**src/rtl/raster_pkg.sv**
```systemverilog
// -----------------------------------------------------------------------------
// raster_pkg
//
// Shared definitions for the raster stream source and any other block that
// walks the same raster, such as the upsampler-side timing.
//   - raster_state_t : raster position class (IDLE / ACTIVE / HBLANK / VBLANK)
//   - CNT_W          : width of the row/column counters (rasters up to 1024)
//   - DATA_W         : pixel width
//   - BLANK_FILL     : pixel value driven during blanking and empty slots
//   - slot_state()   : classifies a counter position into ACTIVE/HBLANK/VBLANK
// -----------------------------------------------------------------------------
package raster_pkg;

    localparam int CNT_W  = 10;
    localparam int DATA_W = 8;

    localparam logic [DATA_W-1:0] BLANK_FILL = 8'h00;

    typedef enum logic [1:0] {
        IDLE   = 2'd0,
        ACTIVE = 2'd1,
        HBLANK = 2'd2,
        VBLANK = 2'd3
    } raster_state_t;

    // Vertical blanking takes precedence: a whole blanking row is VBLANK,
    // including the columns that would be active on an active row.
    function automatic raster_state_t slot_state(
        input logic [CNT_W-1:0] h,
        input logic [CNT_W-1:0] v,
        input logic [CNT_W-1:0] h_active,
        input logic [CNT_W-1:0] v_active
    );
        if (v >= v_active) begin
            return VBLANK;
        end else if (h >= h_active) begin
            return HBLANK;
        end else begin
            return ACTIVE;
        end
    endfunction

endpackage

```
**src/rtl/raster_counter.sv**
```systemverilog
// -----------------------------------------------------------------------------
// raster_counter
//
// Horizontal/vertical slot counters for one raster. h runs 0..H_TOTAL-1 and
// v runs 0..V_TOTAL-1; both wrap to 0. The next position is exported
// combinationally so a controller can classify the upcoming slot in the same
// cycle it decides its next state.
//
// Ports:
//   clock        in   sole clock
//   reset        in   synchronous active-low reset (counters to 0)
//   clear        in   hold both counters at 0 (takes priority over advance)
//   advance      in   step one slot this cycle
//   h, v         out  current column / row
//   h_next       out  column the counter moves to on the next advance
//   v_next       out  row the counter moves to on the next advance
//   end_of_frame out  current slot is the last one of the frame
// -----------------------------------------------------------------------------
module raster_counter
    import raster_pkg::*;
#(
    parameter int H_TOTAL = 800,
    parameter int V_TOTAL = 525
) (
    input  logic             clock,
    input  logic             reset,
    input  logic             clear,
    input  logic             advance,
    output logic [CNT_W-1:0] h,
    output logic [CNT_W-1:0] v,
    output logic [CNT_W-1:0] h_next,
    output logic [CNT_W-1:0] v_next,
    output logic             end_of_frame
);

    localparam logic [CNT_W-1:0] H_LAST = CNT_W'(H_TOTAL - 1);
    localparam logic [CNT_W-1:0] V_LAST = CNT_W'(V_TOTAL - 1);

    logic h_last;
    logic v_last;

    always_comb begin
        h_last       = (h == H_LAST);
        v_last       = (v == V_LAST);
        end_of_frame = h_last && v_last;
        h_next       = h_last ? '0 : h + 1'b1;
        if (h_last) begin
            v_next = v_last ? '0 : v + 1'b1;
        end else begin
            v_next = v;
        end
    end

    always_ff @(posedge clock) begin
        if (!reset || clear) begin
            h <= '0;
            v <= '0;
        end else if (advance) begin
            h <= h_next;
            v <= v_next;
        end
    end

endmodule

```
**src/rtl/raster_stream_source.sv**
```systemverilog
// -----------------------------------------------------------------------------
// raster_stream_source
//
// Raster transmitter feeding the downsampler front end. Pops pixels from an
// upstream FIFO-style source and places them on a fixed raster of
// (H_ACTIVE + H_BLANK) x (V_ACTIVE + V_BLANK) slots, one slot per cycle,
// with registered outputs one cycle behind the slot. Raster timing never
// stalls: an active slot with no upstream pixel emits 8'h00 as a valid pixel
// and sets the sticky underflow flag. Frames always run to completion once
// started; dropping run only takes effect at the end of the frame.
//
// Optional build macro: RASTER_TEST_PATTERN_EN
//   Adds input pattern_sel. When it is 1 at frame start, the whole frame's
//   active pixels become colcount[7:0] ^ rowcount[7:0], nothing is popped
//   upstream and underflow cannot be set.
//
// Ports:
//   clock          in   sole clock
//   reset          in   synchronous active-low reset
//   run            in   level; start/continue frames
//   din            in   upstream pixel
//   din_valid      in   upstream has a pixel
//   pattern_sel    in   (RASTER_TEST_PATTERN_EN only) test pattern select
//   din_ready      out  upstream pixel is popped this cycle
//   dout           out  pixel to downsampler
//   validout       out  dout is an active pixel
//   blankingregion out  current raster slot is blanking (H or V)
//   rowcount       out  row of the current slot
//   colcount       out  column of the current slot
//   frame_start    out  one-cycle pulse with pixel (0,0)
//   underflow      out  sticky: an active slot found din_valid low
// -----------------------------------------------------------------------------
module raster_stream_source
    import raster_pkg::*;
#(
    parameter int H_ACTIVE = 640,
    parameter int H_BLANK  = 160,
    parameter int V_ACTIVE = 480,
    parameter int V_BLANK  = 45
) (
    input  logic              clock,
    input  logic              reset,
    input  logic              run,
    input  logic [DATA_W-1:0] din,
    input  logic              din_valid,
`ifdef RASTER_TEST_PATTERN_EN
    input  logic              pattern_sel,
`endif
    output logic              din_ready,
    output logic [DATA_W-1:0] dout,
    output logic              validout,
    output logic              blankingregion,
    output logic [CNT_W-1:0]  rowcount,
    output logic [CNT_W-1:0]  colcount,
    output logic              frame_start,
    output logic              underflow
);

    localparam int H_TOTAL = H_ACTIVE + H_BLANK;
    localparam int V_TOTAL = V_ACTIVE + V_BLANK;

    localparam logic [CNT_W-1:0] H_ACTIVE_C = CNT_W'(H_ACTIVE);
    localparam logic [CNT_W-1:0] V_ACTIVE_C = CNT_W'(V_ACTIVE);

    function automatic logic [DATA_W-1:0] pattern_pixel(
        input logic [CNT_W-1:0] row,
        input logic [CNT_W-1:0] col
    );
        return col[DATA_W-1:0] ^ row[DATA_W-1:0];
    endfunction

    raster_state_t state;
    raster_state_t next_state;

    logic [CNT_W-1:0] h;
    logic [CNT_W-1:0] v;
    logic [CNT_W-1:0] h_next;
    logic [CNT_W-1:0] v_next;
    logic             end_of_frame;
    logic             counter_clear;

    logic              pat_q;
    logic [DATA_W-1:0] slot_pixel;

    logic [DATA_W-1:0] dout_p1;
    logic              vld_p1;
    logic              blank_p1;
    logic [CNT_W-1:0]  row_p1;
    logic [CNT_W-1:0]  col_p1;
    logic              fs_p1;
    logic              underflow_q;

    // Counters sit at (0,0) while idle so the first slot after start is (0,0).
    assign counter_clear = (state == IDLE);

    raster_counter #(
        .H_TOTAL (H_TOTAL),
        .V_TOTAL (V_TOTAL)
    ) u_counter (
        .clock        (clock),
        .reset        (reset),
        .clear        (counter_clear),
        .advance      (1'b1),
        .h            (h),
        .v            (v),
        .h_next       (h_next),
        .v_next       (v_next),
        .end_of_frame (end_of_frame)
    );

    always_ff @(posedge clock) begin
        if (!reset) begin
            state <= IDLE;
        end else begin
            state <= next_state;
        end
    end

    always_comb begin
        next_state = state;
        case (state)
            IDLE: begin
                if (run) begin
                    next_state = ACTIVE;
                end
            end
            default: begin
                // run is only consulted at the frame boundary.
                if (end_of_frame) begin
                    next_state = run ? ACTIVE : IDLE;
                end else begin
                    next_state = slot_state(h_next, v_next, H_ACTIVE_C, V_ACTIVE_C);
                end
            end
        endcase
    end

`ifdef RASTER_TEST_PATTERN_EN
    logic frame_begin;

    // pattern_sel is captured on the edge that enters slot (0,0) and held
    // for the rest of the frame.
    assign frame_begin = (next_state == ACTIVE) && ((state == IDLE) || end_of_frame);

    always_ff @(posedge clock) begin
        if (!reset) begin
            pat_q <= 1'b0;
        end else if (frame_begin) begin
            pat_q <= pattern_sel;
        end
    end
`else
    assign pat_q = 1'b0;
`endif

    // Pop whenever an active slot is live, whether or not upstream has data.
    assign din_ready = (state == ACTIVE) && !pat_q;

    always_comb begin
        if (pat_q) begin
            slot_pixel = pattern_pixel(v, h);
        end else if (din_valid) begin
            slot_pixel = din;
        end else begin
            slot_pixel = BLANK_FILL;
        end
    end

    // ---- stage p1: registered stream outputs, one cycle behind the slot ----
    always_ff @(posedge clock) begin
        if (!reset) begin
            dout_p1  <= '0;
            vld_p1   <= 1'b0;
            blank_p1 <= 1'b0;
            row_p1   <= '0;
            col_p1   <= '0;
            fs_p1    <= 1'b0;
        end else begin
            case (state)
                ACTIVE: begin
                    dout_p1  <= slot_pixel;
                    vld_p1   <= 1'b1;
                    blank_p1 <= 1'b0;
                    row_p1   <= v;
                    col_p1   <= h;
                    fs_p1    <= (h == '0) && (v == '0);
                end
                HBLANK, VBLANK: begin
                    dout_p1  <= BLANK_FILL;
                    vld_p1   <= 1'b0;
                    blank_p1 <= 1'b1;
                    row_p1   <= v;
                    col_p1   <= h;
                    fs_p1    <= 1'b0;
                end
                default: begin
                    dout_p1  <= '0;
                    vld_p1   <= 1'b0;
                    blank_p1 <= 1'b0;
                    row_p1   <= '0;
                    col_p1   <= '0;
                    fs_p1    <= 1'b0;
                end
            endcase
        end
    end

    always_ff @(posedge clock) begin
        if (!reset) begin
            underflow_q <= 1'b0;
        end else if ((state == ACTIVE) && !pat_q && !din_valid) begin
            underflow_q <= 1'b1;
        end
    end

    assign dout           = dout_p1;
    assign validout       = vld_p1;
    assign blankingregion = blank_p1;
    assign rowcount       = row_p1;
    assign colcount       = col_p1;
    assign frame_start    = fs_p1;
    assign underflow      = underflow_q;

endmodule

```
**config.mk**
```make
export PLATFORM = sky130hd
export DESIGN_NAME = raster_stream_source
export DESIGN_NICKNAME = d
export VERILOG_FILES = /design/src/rtl/raster_pkg.sv /design/src/rtl/raster_counter.sv /design/src/rtl/raster_stream_source.sv
export SDC_FILE = /design/constraint.sdc
export NUM_CORES = 1
export LEC_CHECK = 0
export ABC_AREA = 1
export BUFFER_PORTS_ARGS = -buffer_cell sky130_fd_sc_hd__buf_2
export CAP_MARGIN = 20
export CORE_AREA = 8 8 70 72
export CTS_BUF_LIST = sky130_fd_sc_hd__clkbuf_4 sky130_fd_sc_hd__clkbuf_8
export CTS_CLUSTER_SIZE = 24
export DETAILED_ROUTE_END_ITERATION = 6
export DIE_AREA = 0 0 78 80
export MAX_ROUTING_LAYER = met4
export PLACE_DENSITY = 0.88
export SLEW_MARGIN = 5
export SYNTH_ARGS = -nofsm -noshare
export SYNTH_HDL_FRONTEND = slang
export SYNTH_SLANG_ARGS = --single-unit
```
**constraint.sdc**
```tcl
create_clock -name clock -period 2.95 [get_ports clock]
set_input_delay 0.4425 -clock clock [delete_from_list [all_inputs] [get_ports clock]]
set_output_delay 0.4425 -clock clock [all_outputs]
set_load 0.01 [all_outputs]
```
# Yosys cells after proc, flatten, opt, wreduce, memory -nomap -nowiden
# Index checks and enable logic that the tools add are counted.
totals:
  reg_bits: 54
  elab_cells: 45
  in_bits: 12
op_classes:
  addsub: 2
  order_cmp: 2
  n_reduce_logical: 14
  eq_ne: 6
  mux: 11
op_table:
  columns: ["operator", "n"]
  rows:
  - ["10-bit two-way mux", 3]
  - ["10-bit by 1-bit adder with 10-bit output (second input constant)", 2]
  - ["10-bit == test (second input constant)", 2]
  - ["10-bit zero test", 2]
  - ["10-bit greater-or-equal comparator (second input constant)", 1]
  - ["10-bit by 9-bit greater-or-equal comparator with 1-bit output (second input constant)", 1]
  - ["2-bit two-way mux", 5]
  - ["2-bit == test (second input constant)", 2]
  - ["2-bit AND reduction", 2]
  - ["1-bit logical AND", 3]
  - ["1-bit two-way mux", 3]
  - ["3-bit AND reduction", 1]
  - ["3-bit OR reduction", 1]
  - ["2-bit by 1-bit == test with 1-bit output (second input constant)", 1]
  - ["1-bit zero test", 2]
  - ["2-bit zero test", 1]
  - ["2-bit inequality test (second input constant)", 1]
  - ["2-bit OR reduction", 1]
  - ["1-bit logical OR", 1]

# Logic depth before layout (Yosys ltp)
depth:
  word_depth: 7
  mapped_depth: 13
  ltp_nobuf: 13

# Modules after synthesis
# Synthesis repeated with hierarchy kept, for this count alone.
unflattened:
  cells_unflattened: 374
  hier_area_um2: 2572.5
modules_own_cells:
  columns: ["mod", "instances", "cells_per_inst", "area_each_um2", "seq_area_each_um2"]
  rows:
  - ["raster_counter", 1, 231, 1440.1, 400.4]
  - ["raster_stream_source", 1, 143, 1132.3, 680.7]

# Worst setup path before layout
# OpenSTA, ideal clock, no wires.
synth_timing:
  path_kind: "register to register"
  start: "register u_counter.h[0]"
  end: "register state[1]"
  stages_incl_launch_ff: 12
  path_buffers: 1
  arrival_time_ns: 1.467
  setup_slack_ns: 1.373
  synth_period_minus_slack_ns: 1.577
  path_cell_list: "dfxtp_1 > ha_1 > nand3_2 > nor2_4 > nand2_4 > buf_6 > nand3_2 > nand2_1 > nand4_2 > nand3_1 > nand3_1 > inv_1"
synth_via:
  elab_chain_cells: 7
synth_lines:
  columns: ["item", "line", "source"]
  rows:
  - ["start: declaration", "raster_counter.sv:29", "output logic [CNT_W-1:0] h,"]
  - ["start signal: assignment", "raster_counter.sv:59", "h <= h_next;"]
  - ["10-bit by 1-bit adder with 10-bit output / 10-bit == test (equally long branches)", "raster_counter.sv:46, raster_counter.sv:43", null]
  - ["10-bit two-way mux", "raster_counter.sv:46", "h_next = h_last ? '0 : h + 1'b1;"]
  - ["10-bit greater-or-equal comparator", "raster_pkg.sv:36", "end else if (h >= h_active) begin"]
  - ["2-bit two-way mux", "raster_pkg.sv:36", null]
  - ["2-bit two-way mux", "raster_pkg.sv:34", "if (v >= v_active) begin"]
  - ["2-bit two-way mux *", "raster_stream_source.sv:129", "if (end_of_frame) begin"]
  - ["2-bit two-way mux *", "raster_stream_source.sv:121", "case (state)"]
  - ["end signal: assignment", "raster_stream_source.sv:115", "state <= next_state;"]
  - ["end: declaration", "raster_stream_source.sv:72", "raster_state_t state;"]
# Every way passes the cells marked *; elsewhere a longest branch is shown, timed or not.
# A chain may end at the register's enable or synchronous reset.

# Worst setup path after layout
layout_timing:
  start: "register u_counter.h[0]"
  end: "register state[0]"
# The elaborated chain is that of the path after synthesis.

==> run summary <==
During synthesis, Yosys emitted a total of 0 warnings. The met2 track utilization from global routing came out at 0.274. Measured along the x axis, the die boundary spans 78 um. Synthesis produced a netlist with a net count of 292. The endpoint arrival time on the critical path is 2.06 ns. Top flip-flop cell by instance count after synthesis: sky130_fd_sc_hd__dfxtp_1. The final hold violation count is 0, and the global-route track usage on met1 is 0.138.

The final layout contains routed wiring with a total length of 4490 um. Summed over all cells, the static leakage comes to 1.19 nW. The logs give 0 for the remaining antenna violation count and 0.403 for the tightest slew margin relative to the limit. By startpoint and endpoint, the worst setup path is classified as flip-flop to flip-flop. By instance count, the leading cell after synthesis is sky130_fd_sc_hd__nor2_1.

Capturing element type of the critical path: a flip-flop. The tools report the clock network latency to the later pin of the worst-skew pair as 0.30 ns. The met3 track demand over resource was 0.0428; the starting utilization of the core area was 0.573.

The share of layout cells above drive strength 1 was 0.256; the number of post-CTS setup repair buffers was 0. Traced cell by cell, the critical path runs through ha_1, nand3_2, nor2_4, nand2_4, clkinv_4, nand2_1, nand2_1, nor2_2, nand2_1, nand3_1, nor2_1, nor2_1. The global router's overall resource usage was 0.148; the fraction of registers with async set or reset after synthesis was 0.

The dominant cell type by count on the critical path is sky130_fd_sc_hd__nand2_1. Internal power comes to 1.01 mW. The cell type group with the largest total delay on the critical path was simple AND/OR/NAND/NOR gates.

The top cell type's share of synthesized area was 0.490. Power share of the combinational group: 0.035. The largest single stage delay on the critical path is 0.44 ns.

The tools report the maximum clock frequency as 0.539 GHz. The cell area that synthesis handed to floorplanning was 2210 sq um. The number of max-slew violations in the final report was 0; the via count of the first global-routing pass was 1655. The buffer and inverter count on the worst path came out at 1. The routed wire length per instance is 12.0 um. A synthesized cell averages 8.00 sq um. In the final layout, the multi-input gates occupy 942 sq um.

The maximum count of clock buffers along a single path is 2. The worst-case IR drop observed on VDD is 0.291 mV. CTS built an H-tree with a depth of 2. Power spread over the standard cell area amounts to 492 nW/um^2.

The synthesized netlist contains 30 unique library cells. CTS placed an instance of sky130_fd_sc_hd__clkbuf_8 at the clock tree root. Adding up every negative setup slack in the final design gives 0 ns. The tools report the kind of start point of the critical path as a flip-flop. The flow ran to the end, and the final reports show no timing, DRC or antenna violations. The switching fraction of total power came out at 0.203. Setup repair after global routing left no endpoint under its margin. Ranked by instance count, the synthesized netlist is headed by 60 x sky130_fd_sc_hd__nor2_1, 54 x sky130_fd_sc_hd__dfxtp_1, 46 x sky130_fd_sc_hd__nand2_1, 39 x sky130_fd_sc_hd__inv_1, 12 x sky130_fd_sc_hd__nand3_1. The number of buffers added to fix hold violations after cts was 0; the total CTS buffers was 5.

The number of synthesized flops with an enable pin is 0, and the number of remaining DRC errors is 0. Ranked by total cell area, the synthesized netlist is headed by sky130_fd_sc_hd__dfxtp_1 49%, sky130_fd_sc_hd__nor2_1 10%, sky130_fd_sc_hd__nand2_1 7.8%, sky130_fd_sc_hd__inv_1 6.6%, sky130_fd_sc_hd__nand3_1 2.7%. The biggest fanout along the worst timing path was 14. Highest-delay cell along the critical path: sky130_fd_sc_hd__dfxtp_1.

Entering global routing, the biggest net connects 31 pins. Total core area: 3860 sq um. The smallest clock period supported by the final layout is computed as 1.86 ns. For this block, the via count after detailed routing is 1809. Pin placement for this block handled 45 I/O pins. The share of the yosys chip area belonging to registers was 0.490; the number of standard cells after synthesis was 276.

Highest-utilization routing layer at the global route stage: met2. Of all cell types, the one taking the most synthesized area is sky130_fd_sc_hd__dfxtp_1. After the first detailed-routing iteration, the DRC count stood at 120. The share of total power in the clock network is 0.384. TritonCTS built the clock tree. Using the TritonRoute via totals, the vias-per-cell ratio works out to 4.84. The logs give 0 for the final antenna diode count and 3.15 ns for the endpoint required time on the critical path.

Summing all flip-flop and latch instances after layout gives 1080 sq um. The wire length of the first global-routing pass was 7210 um. The wire-length estimate of the detail-placed layout is 3530 um. From bottom edge to top edge, the die measures 80 um. During placement, the flow inserted port buffers numbering 44.

The run gives 339 as the layout net count. In this run, post-CTS repair resized a total of 0 instances. After layout, the worst setup slack is 1.09 ns. The startpoint identified for the worst register-to-register timing path is u_counter.h[0]. Tracing the worst setup path back leads to its startpoint at u_counter.h[0].

The clock sink total is 54, and the number of synthesized register bits is 54. The number of antenna violations at the first check in global routing is 0. The max-capacitance violation count was 0. Proportion of power drawn by flip-flops and latches: 0.581. Floorplan die area: 6240 sq um.

The layout overhead on the synthesized area was 16.9%. The layout filler cell count was 321. Path type of the worst min-delay path: input port to flip-flop. The worst-margin pin slew was 0.894 ns. The portion of the clock cycle consumed by the worst path in the final layout was 0.629; the total congestion overflow was 0. For the count of final setup violators, the log shows 0.

The startpoint identified for the worst hold timing path is din[4]. The first detailed-routing pass ran for 4 iterations. In this run the power spent charging and discharging nets is 0.258 mW. The setup slack at placement is 1.11 ns, and the number of core rows is 23. Between clock sinks in the finished design, the worst skew comes to 0.00719 ns. After clock tree synthesis, the clock-pin slew on the worst setup and hold paths is 0.09 ns. The last weighted congestion value of the routability-driven placer is 0.958.
## worst register-to-register path: stages, from the launching register on
cell and delay (ns):
sky130_fd_sc_hd__dfxtp_1 0.44, sky130_fd_sc_hd__ha_1 0.24, sky130_fd_sc_hd__nand3_2 0.13, sky130_fd_sc_hd__nor2_4 0.18
sky130_fd_sc_hd__nand2_4 0.17, sky130_fd_sc_hd__clkinv_4 0.13, sky130_fd_sc_hd__nand2_1 0.06, sky130_fd_sc_hd__nand2_1 0.08
sky130_fd_sc_hd__nor2_2 0.04, sky130_fd_sc_hd__nand2_1 0.09, sky130_fd_sc_hd__nand3_1 0.07, sky130_fd_sc_hd__nor2_1 0.09
sky130_fd_sc_hd__nor2_1 0.04
## worst paths after layout
| check | to | slack, ns | cells after the start |
|---|---|---|---|
| setup / recovery | state[0] | 1.09 | 12 |
| hold / removal | dout[4] | 0.34 | 3 |
| setup reg to reg | state[0] | 1.09 | 12 |
| hold reg to reg | blankingregion | 0.45 | 2 |
## metal layers
layer	wire length, um	up-vias
met4	71	0
met5	0	-
li1	-	942
met2	2440	42
met1	1740	817
met3	242	8
## state kept, by name, summed over array words and instances, names as in the netlist
register        cells
blankingregion      1
colcount           10
dout                8
frame_start         1
rowcount           10
state               2
u_counter.h        10
u_counter.v        10
underflow           1
validout            1
## power groups by stage
| stage | clock [mW] | combinational, mW | sequential [mW] |
|---|---|---|---|
| after floorplan | 0 | 0.0223 | 0.759 |
| after global placement | 0 | 0.0434 | 0.756 |
| after detailed placement | 0 | 0.0449 | 0.756 |
| after CTS | 0.503 | 0.0450 | 0.739 |
| after global routing | 0.531 | 0.0489 | 0.740 |
| final | 0.489 | 0.0442 | 0.739 |
## cells by family after synthesis
logic type	after synthesis	synth area share
simple gates	158	0.354
flops	54	0.490
buf+inv	46	0.0839
compound gates	10	0.0346
xor+xnor	4	0.0159
fa+ha+maj	4	0.0227
## cells in the final DEF, fill, tap and decap left out, types with 2 or more instances in the layout
cell type                  Yosys  routed
sky130_fd_sc_hd__nor2_1       60      60
sky130_fd_sc_hd__dfxtp_1      54      54
sky130_fd_sc_hd__nand2_1      46      46
sky130_fd_sc_hd__buf_2         0      44
sky130_fd_sc_hd__inv_1        39      39
sky130_fd_sc_hd__nand3_1      12      12
sky130_fd_sc_hd__nor2_2        6       6
sky130_fd_sc_hd__nand2_2       6       6
sky130_fd_sc_hd__nand4_1       6       6
sky130_fd_sc_hd__nor3_1        6       6
sky130_fd_sc_hd__nor2_4        5       5
sky130_fd_sc_hd__clkbuf_8      0       5
sky130_fd_sc_hd__o21ai_0       4       4
sky130_fd_sc_hd__ha_1          4       4
sky130_fd_sc_hd__nand3_2       3       3
sky130_fd_sc_hd__xor2_1        3       3
sky130_fd_sc_hd__nand2_4       2       2
sky130_fd_sc_hd__inv_2         2       2
sky130_fd_sc_hd__nor3_4        2       2
sky130_fd_sc_hd__a21oi_1       2       2
## per-stage QoR
stage / power (mW) / utilization / hold slack [ns] / cells / instance area (sq um)
2_1_floorplan: 0.781 / - / 0.421 / 276 / 2210
3_3_place_gp: 0.799 / 0.640 / 0.431 / 366 / 2470
3_5_place_dp: 0.801 / 0.640 / 0.434 / 366 / 2470
4_1_cts: 1.29 / 0.670 / 0.327 / 374 / 2580
5_1_grt: 1.32 / 0.670 / 0.324 / 374 / 2580
6_report: 1.27 / 0.670 / 0.339 / 374 / 2580
## area by class of cell
type | count | area share
Sequential cell | 54 | 0.419
Tap cell | 50 | 0.0242
Inverter | 42 | 0.0630
Clock inverter | 2 | 0.0145
Multi-Input combinational cell | 176 | 0.365
Clock buffer | 6 | 0.0296
Timing Repair Buffer | 44 | 0.0853
No activity file was read; power rests on OpenSTA's default activity.
